### src/rtl/timer_counter_pkg.sv
// timer_counter shared definitions:
// register map, FSM states, CTRL layout.
package tc_defs;
  localparam logic [1:0] TC_CTRL   = 2'd0;
  localparam logic [1:0] TC_PRESET = 2'd1;
  localparam logic [1:0] TC_COUNT  = 2'd2;
  localparam logic [1:0] TC_RSVD   = 2'd3;

  typedef enum logic [1:0] {
    TC_IDLE = 2'd0,
    TC_LOAD = 2'd1,
    TC_CNT  = 2'd2,
    TC_INT  = 2'd3
  } tc_state_e;

  localparam int TC_CTRL_EN      = 0;
  localparam int TC_CTRL_MODE_LO = 1;
  localparam int TC_CTRL_MODE_HI = 2;
  localparam int TC_CTRL_IM      = 3;

  localparam logic [1:0] TC_MODE_ONESHOT = 2'd0;
  localparam logic [1:0] TC_MODE_RELOAD  = 2'd1;
endpackage

### src/rtl/timer_counter_if.sv
// timer_counter register bus: word strobe,
// register select, read data and interrupt.
interface timer_counter_if;
  logic [1:0]  addr;
  logic        we;
  logic [31:0] wdata;
  logic [31:0] rdata;
  logic        irq;

  modport master (
    output addr, we, wdata,
    input  rdata, irq
  );

  modport slave (
    input  addr, we, wdata,
    output rdata, irq
  );
endinterface

### src/rtl/timer_counter.sv
// Programmable down-counter with
// one-shot / auto-reload interrupt.
module timer_counter
  import tc_defs::*;
(
  input logic      clk,
  input logic      reset,
  timer_counter_if.slave bus
);
  tc_state_e   state_q, state_d;
  logic [3:0]  ctrl_q, ctrl_d;
  logic [31:0] preset_q, preset_d;
  logic [31:0] count_q, count_d;
  logic        flag_q, flag_d;
  logic        en;
  logic        oneshot;
  logic        ctrl_wr;
  logic        preset_wr;

  assign en = ctrl_q[TC_CTRL_EN];
  assign oneshot =
    ctrl_q[TC_CTRL_MODE_HI:TC_CTRL_MODE_LO]
    != TC_MODE_RELOAD;
  assign ctrl_wr = bus.we && (bus.addr == TC_CTRL);
  assign preset_wr = bus.we && (bus.addr == TC_PRESET);

  always_ff @(posedge clk) begin
    if (reset) state_q <= TC_IDLE;
    else       state_q <= state_d;
  end

  always_comb begin
    state_d = state_q;
    unique case (state_q)
      TC_IDLE: if (en) state_d = TC_LOAD;
      TC_LOAD: state_d = TC_CNT;
      TC_CNT: begin
        if (!en)
          state_d = TC_IDLE;
        else if (count_q <= 32'd1)
          state_d = TC_INT;
      end
      TC_INT:  state_d = TC_IDLE;
      default: state_d = TC_IDLE;
    endcase
  end

  // Bus writes are applied last so a CTRL
  // write beats the one-shot Enable clear.
  always_comb begin
    ctrl_d   = ctrl_q;
    preset_d = preset_q;
    count_d  = count_q;
    flag_d   = flag_q;
    unique case (state_q)
      TC_LOAD: count_d = preset_q;
      TC_CNT: begin
        if (en) begin
          if (count_q > 32'd1) begin
            count_d = count_q - 32'd1;
          end else begin
            count_d = '0;
            flag_d  = 1'b1;
          end
        end
      end
      TC_INT: begin
        if (oneshot) ctrl_d[TC_CTRL_EN] = 1'b0;
        else         flag_d = 1'b0;
      end
      default: ;
    endcase
    if (ctrl_wr) begin
      ctrl_d = bus.wdata[3:0];
      flag_d = 1'b0;
    end
    if (preset_wr) begin
      preset_d = bus.wdata;
      flag_d   = 1'b0;
    end
  end

  always_ff @(posedge clk) begin
    if (reset) begin
      ctrl_q   <= '0;
      preset_q <= '0;
      count_q  <= '0;
      flag_q   <= 1'b0;
    end else begin
      ctrl_q   <= ctrl_d;
      preset_q <= preset_d;
      count_q  <= count_d;
      flag_q   <= flag_d;
    end
  end

  always_comb begin
    bus.rdata = '0;
    unique case (bus.addr)
      TC_CTRL:   bus.rdata = {28'd0, ctrl_q};
      TC_PRESET: bus.rdata = preset_q;
      TC_COUNT:  bus.rdata = count_q;
      default:   bus.rdata = '0;
    endcase
  end

  assign bus.irq = ctrl_q[TC_CTRL_IM] & flag_q;
endmodule

### src/flat_wrapper.sv
// flat-port wrapper written by rule: the top's interface ports become plain ports
module timer_counter_flat import tc_defs::*;
  (clk, reset, bus_addr, bus_we, bus_wdata, bus_rdata, bus_irq);
  timer_counter_if bus_i ();
  input logic clk;
  input logic reset;
  input wire logic [$bits(bus_i.addr)-1:0] bus_addr;
  input wire logic [$bits(bus_i.we)-1:0] bus_we;
  input wire logic [$bits(bus_i.wdata)-1:0] bus_wdata;
  output wire logic [$bits(bus_i.rdata)-1:0] bus_rdata;
  output wire logic [$bits(bus_i.irq)-1:0] bus_irq;
  assign bus_i.addr = bus_addr;
  assign bus_i.we = bus_we;
  assign bus_i.wdata = bus_wdata;
  assign bus_rdata = bus_i.rdata;
  assign bus_irq = bus_i.irq;
  timer_counter u_core (.clk(clk), .reset(reset), .bus(bus_i));
endmodule
### config.mk
export PLATFORM = sky130hd
export DESIGN_NAME = timer_counter_flat
export DESIGN_NICKNAME = d
export VERILOG_FILES = /design/src/rtl/timer_counter_pkg.sv /design/src/rtl/timer_counter_if.sv /design/src/rtl/timer_counter.sv /design/src/flat_wrapper.sv
export SDC_FILE = /design/constraint.sdc
export NUM_CORES = 1
export LEC_CHECK = 0
export BUFFER_PORTS_ARGS = -buffer_cell sky130_fd_sc_hd__buf_2
export CAP_MARGIN = 30
export CORE_MARGIN = 10
export CORE_UTILIZATION = 45
export DETAILED_ROUTE_END_ITERATION = 7
export MAX_ROUTING_LAYER = met4
export PLACE_DENSITY_LB_ADDON = 0.05
export SETUP_SLACK_MARGIN = 0.2
export SYNTH_ARGS = -nofsm -noshare
export SYNTH_HDL_FRONTEND = slang
export SYNTH_SLANG_ARGS = --single-unit
### constraint.sdc
create_clock -name clk -period 3.72 [get_ports clk]
set_input_delay 0.186 -clock clk [delete_from_list [all_inputs] [get_ports clk]]
set_output_delay 0.186 -clock clk [all_outputs]
set_load 0.02 [all_outputs]
### After elaboration in Yosys (flattened, before gate mapping)

Cells that the tools add are included.

* bits in registers: 71
* input port bits: 37
* output and inout port bits: 33

* $lt $le $gt $ge: 2
* add/sub/neg operators: 1
* equal/unequal tests: 11
* reductions and logical operators: 13
* bitwise gates (word level): 1
* mux-type cells: 15

Operator list (count)
* 32-bit case mux with 3 select lines: 1
* 32-bit two-way mux: 2
* 32-bit case mux with 2 select lines: 1
* 32-bit by 1-bit > comparator with 1-bit output (second input constant): 1
* 32-bit by 1-bit less-or-equal comparator with 1-bit output (second input constant): 1
* 32-bit by 1-bit subtractor with 32-bit output (second input constant): 1
* 2-bit case mux with 4 select lines: 1
* 2-bit nonzero test: 4
* 2-bit == test (second input constant): 3
* 1-bit two-way mux: 6
* 2-bit two-way mux: 3
* 2-bit by 1-bit inequality test with 1-bit output (second input constant): 3
* 2-bit AND reduction: 3
* 2-bit by 1-bit == test with 1-bit output (second input constant): 2
* 2-bit zero test: 2
* 2-bit inequality test (second input constant): 2
* 4-bit AND reduction: 1
* 3-bit inequality test (second input constant): 1
* 3-bit OR reduction: 1
* 1-bit logical AND: 2
* 1-bit case mux with 2 select lines: 1
* 1-bit AND: 1

### Depth between registers and ports, before layout

* word-level depth: 4
* gate-level depth with buffers: 9
* depth with buffers taken out: 7

### Worst setup path before layout

OpenSTA, ideal clock, no wires.

* path type: register to register
* start point: register u_core.count_q[0]
* end point: register u_core.count_q[28]
* setup slack: 1.314 ns
* data arrival time: 2.273 ns
* library setup time: 0.132 ns
* cell stages (with the launch flop): 10
* buffers on the path: 2
* cell sequence: dfxtp_1 -> inv_1 -> ha_1 -> or3b_2 -> clkbuf_1 -> or4_1 -> buf_2 -> or3_1 -> a32oi_1 -> a31oi_1

* word-level cells in the longest chain between the ends: 4
* elaborated cells between the ends (all ways): 5

RTL lines
* start: declaration: RTL line timer_counter.sv:13 `logic [31:0] count_q, count_d;`
* start signal: assignment: RTL line timer_counter.sv:92 `count_q <= count_d;`
* 32-bit by 1-bit subtractor with 32-bit output or 32-bit by 1-bit > comparator with 1-bit output (tied branches): RTL line timer_counter.sv:60, timer_counter.sv:59
* 32-bit two-way mux *: RTL line timer_counter.sv:59 `if (count_q > 32'd1) begin`
* 32-bit two-way mux *: RTL line timer_counter.sv:58 `if (en) begin`
* 32-bit case mux with 2 select lines *: RTL line timer_counter.sv:55 `unique case (state_q)`

Every way passes the cells marked *; elsewhere a longest branch is shown, timed or not. The select of a mux whose other input is x is not followed.
A chain may end at the register's enable or synchronous reset.

### Final worst setup path

* start point: register u_core.count_q[16]
* end point: register u_core.count_q[11]

* word-level cells in the longest chain between the ends: 4

RTL lines (RTL line)
* 32-bit by 1-bit > comparator with 1-bit output: timer_counter.sv:59
* 32-bit two-way mux: timer_counter.sv:59
* 32-bit two-way mux: timer_counter.sv:58
* 32-bit case mux with 2 select lines: timer_counter.sv:55

Every way passes these cells. The select of a mux whose other input is x is not followed.

==> flow_metrics.py <==
metrics = {
    "status": {
        "status": "finished clean",
    },
    "logic_synthesis": {
        "ys_types": 54,
        "synth-edff-count": 0,
        "postSynth.topFlopCell": "dfxtp_1",
        "synthesis.area_sq_um": 3980,
        "syn_inst": 529,
        "syn_area_per_cell_sq_um": 7.53,
        "syn-num-nets": 568,
        "synth_warnings": 0,
        "ys_seq_area_share_pct": 35.7,
        "synth_seq_cells": 71,
        "synthArstFlopShare_pct": 0,
    },
    "clocking": {
        "tritoncts": "done",
        "cts_root_buffer": "clkbuf_8",
        "cts_sinks": 71,
        "cts_max_level": 3,
        "post_cts_resized": 0,
        "clk_pin_slew_ns": 0.08,
        "clkLatencyLatePin_ns": 0.35,
        "cts_buffers": 9,
        "clock_path_buffers": 2,
        "postCtsHoldBufs": 0,
        "cts_setup_buffers": 0,
    },
    "floorplan": {
        "start_util_pct": 45.9,
        "rows": 34,
        "coreArea_sq_um": 8680,
        "die_height_um": 114,
        "ioPinCount": 70,
        "dieArea_sq_um": 13000,
        "fp.dieW_um": 114,
    },
    "worst_setup_path": {
        "end_kind": "register",
        "crit_required_ns": 3.95,
        "rr_endpoint": "u_core.count_q[11]",
        "cp_max_fo": 25,
        "regToRegSetupSlack_ns": 0.93,
        "path_class": "reg -> reg",
        "crit_start": "u_core.count_q[16]",
        "crit-reg2reg-launch": "u_core.count_q[16]",
        "critPathLaunchType": "register",
        "arrival_ns": 3.02,
        "cp-endpoint": "u_core.count_q[11]",
        "crit_chain": "or4_1 > nor3_1 > nand4_2 > buf_4 > a222oi_1 > a21oi_1",
        "r2r.worst_path.cells": 6,
        "crit_family": "simple AND/OR/NAND/NOR gates",
        "crit_path_top_delay_cell": "or4_1",
        "crit_buf_inv": 1,
        "worst-path-stages": 6,
        "cpPeakStageDelay_ns": 0.69,
    },
    "run": {
        "maxCapViolations": 0,
    },
    "global_route": {
        "antenna_found_initial": 0,
        "grt_pass1_wl_mm": 21.3,
        "grt-ovfl-total": 0,
        "grt_pass1_vias": 4113,
        "grt_max_degree": 38,
        "grtUsageTotal_pct": 20.4,
    },
    "sta": {
        "finClkSkew_ns": 0.00563,
        "timing.fmax_mhz": 358,
        "slew_violations": 0,
        "whs_ns": 0.0627,
        "final.min_clock_period_ns": 2.79,
        "rsz0062_at_grt": "false",
        "worst_slack_ns": 0.930,
        "worst_pin_slew_ns": 0.921,
        "relSlewSlack_pct": 38.5,
        "finalSetupViolations": 0,
        "layout_worst_path_cycle_share_pct": 75.0,
        "tns_ns": 0,
        "hold_viol_final": 0,
    },
    "finish": {
        "syn_to_final_growth_pct": 14.1,
        "fin_nets": 607,
        "antennaDiodeCount": 0,
        "fillCellCount": 919,
        "instances_no_fill": 680,
        "final_layout_size_suffix_gt1_share_pct": 18.4,
    },
    "drt": {
        "drt_drc_violations_left": 0,
        "wire_per_inst_um": 19.5,
        "ant_nets": 0,
        "first_pass_iters": 5,
        "routed_wl_mm": 13.3,
        "drt_iter0_markers": 324,
        "viasPerCell": 6.20,
        "vias": 4214,
    },
    "hold_path": {
        "min_path_type": "in -> reg",
    },
    "power": {
        "ir_drop_v": 0.000151,
        "powerDensity_nw_per_um2": 350,
        "power_leakage_nw": 1.81,
    },
    "placed_design": {
        "dp_hpwl_mm": 9.12,
        "place_inst": 665,
        "port-buffer-count": 69,
        "dpl_worst_slack_ns": 0.973,
        "gp_congestion": 0.926,
    },
}
==> tightest hold or removal path, delay by kind of cell <==
family                 cells  cell delay (ns)
AND/OR/NAND/NOR            1             0.04
AO/OA/AOI/OAI              1             0.05
buffers and inverters      1             0.10
==> kinds of logic after synthesis <==
kind of cell    synth area share [%]
simple gates                    28.9
compound gates                  27.2
flops                           35.7
buf+inv                         5.81
mux                             1.76
fa+ha+maj                      0.628
==> flip-flops by register name (all words and copies together), names as in the netlist <==
register,flops
u_core.flag_q,1
u_core.ctrl_q,4
u_core.state_q,2
u_core.preset_q,32
u_core.count_q,32
==> cell type report <==
class / instances / area [sq um] / share of cell area [%]
clock buffer: 10 / 138 / 3.03
clock inverter: 5 / 58.8 / 1.29
inverter: 6 / 22.5 / 0.496
multi-input combinational: 400 / 2340 / 51.5
sequential: 71 / 1420 / 31.3
tap: 108 / 135 / 2.97
timing repair buffer: 80 / 428 / 9.42
==> per-stage QoR <==
| step | cell area (sq um) | utilization (%) | total power, mW |
|---|---|---|---|
| 5_1_grt | 4540 | 52.4 | 1.65 |
| 3_3_place_gp | 4350 | 50.1 | 0.974 |
| 6_report | 4540 | 52.4 | 1.59 |
| 3_5_place_dp | 4350 | 50.1 | 0.975 |
| 4_1_cts | 4540 | 52.4 | 1.59 |
| 2_1_floorplan | 3980 | - | 0.912 |
==> per-layer routing <==
metal  GRT usage (%)  up-vias  share of wire (%)
li1                -     2053                  -
met1            26.2     2011                 46
met2            32.3      133                 47
met3            3.04       17                5.2
met4            6.60        0                1.5
met5               -        -                  0
==> worst min-delay path by stage <==
stage / startpoint / end / slack, ns / cells after the start
2_1_floorplan: bus_wdata[18] / u_core.preset_q[18] / 0.32 / 2
3_3_place_gp: bus_wdata[14] / u_core.preset_q[14] / 0.42 / 3
3_5_place_dp: bus_wdata[20] / u_core.preset_q[20] / 0.43 / 3
4_1_cts: bus_wdata[5] / u_core.preset_q[5] / 0.06 / 3
5_1_grt: bus_wdata[25] / u_core.preset_q[25] / 0.06 / 3
6_report: bus_wdata[5] / u_core.preset_q[5] / 0.06 / 3
==> placed cells by master, fill, tap and decap left out, types with 8 or more instances in the layout <==
cell	Yosys	layout
nand2_1	89	89
dfxtp_1	71	71
buf_2	8	69
a21oi_1	48	48
nor2_1	29	28
a31oi_1	28	28
a22o_1	27	27
nand3_1	24	24
nor3_1	14	14
nand4_1	14	14
buf_4	1	11
a22oi_1	10	10
clkbuf_8	0	10
or3_1	9	9
nor4_1	9	9
o21ai_0	8	8
==> synthesized netlist by cell type (4+ instances only) <==
| library cell | instances | share of area [%] |
|---|---|---|
| a21oi_1 | 48 | 6.0 |
| a22o_1 | 27 | 5.9 |
| a22oi_1 | 10 | 1.9 |
| a31oi_1 | 28 | 4.4 |
| and2_1 | 5 | 0.79 |
| and3_1 | 5 | 0.79 |
| buf_1 | 4 | 0.38 |
| buf_2 | 8 | 1.0 |
| clkbuf_1 | 39 | 3.7 |
| dfxtp_1 | 71 | 36 |
| inv_1 | 6 | 0.57 |
| mux2i_1 | 7 | 1.8 |
| nand2_1 | 89 | 8.4 |
| nand3_1 | 24 | 3.0 |
| nand3b_1 | 4 | 0.75 |
| nand4_1 | 14 | 2.2 |
| nand4b_1 | 4 | 0.88 |
| nor2_1 | 29 | 2.7 |
| nor2b_1 | 8 | 1.3 |
| nor3_1 | 14 | 1.8 |
| nor4_1 | 9 | 1.4 |
| o211ai_1 | 7 | 1.3 |
| o21ai_0 | 8 | 1.0 |
| or3_1 | 9 | 1.4 |
| or4_1 | 7 | 1.3 |
==> power breakdown <==
part	switching, mW	total, mW	internal (mW)
registers	0.0146	0.789	0.774
logic	0.115	0.170	0.0546
clock network	0.306	0.630	0.324
total	0.436	1.59	1.15
Power figures use the tool's default switching activity.
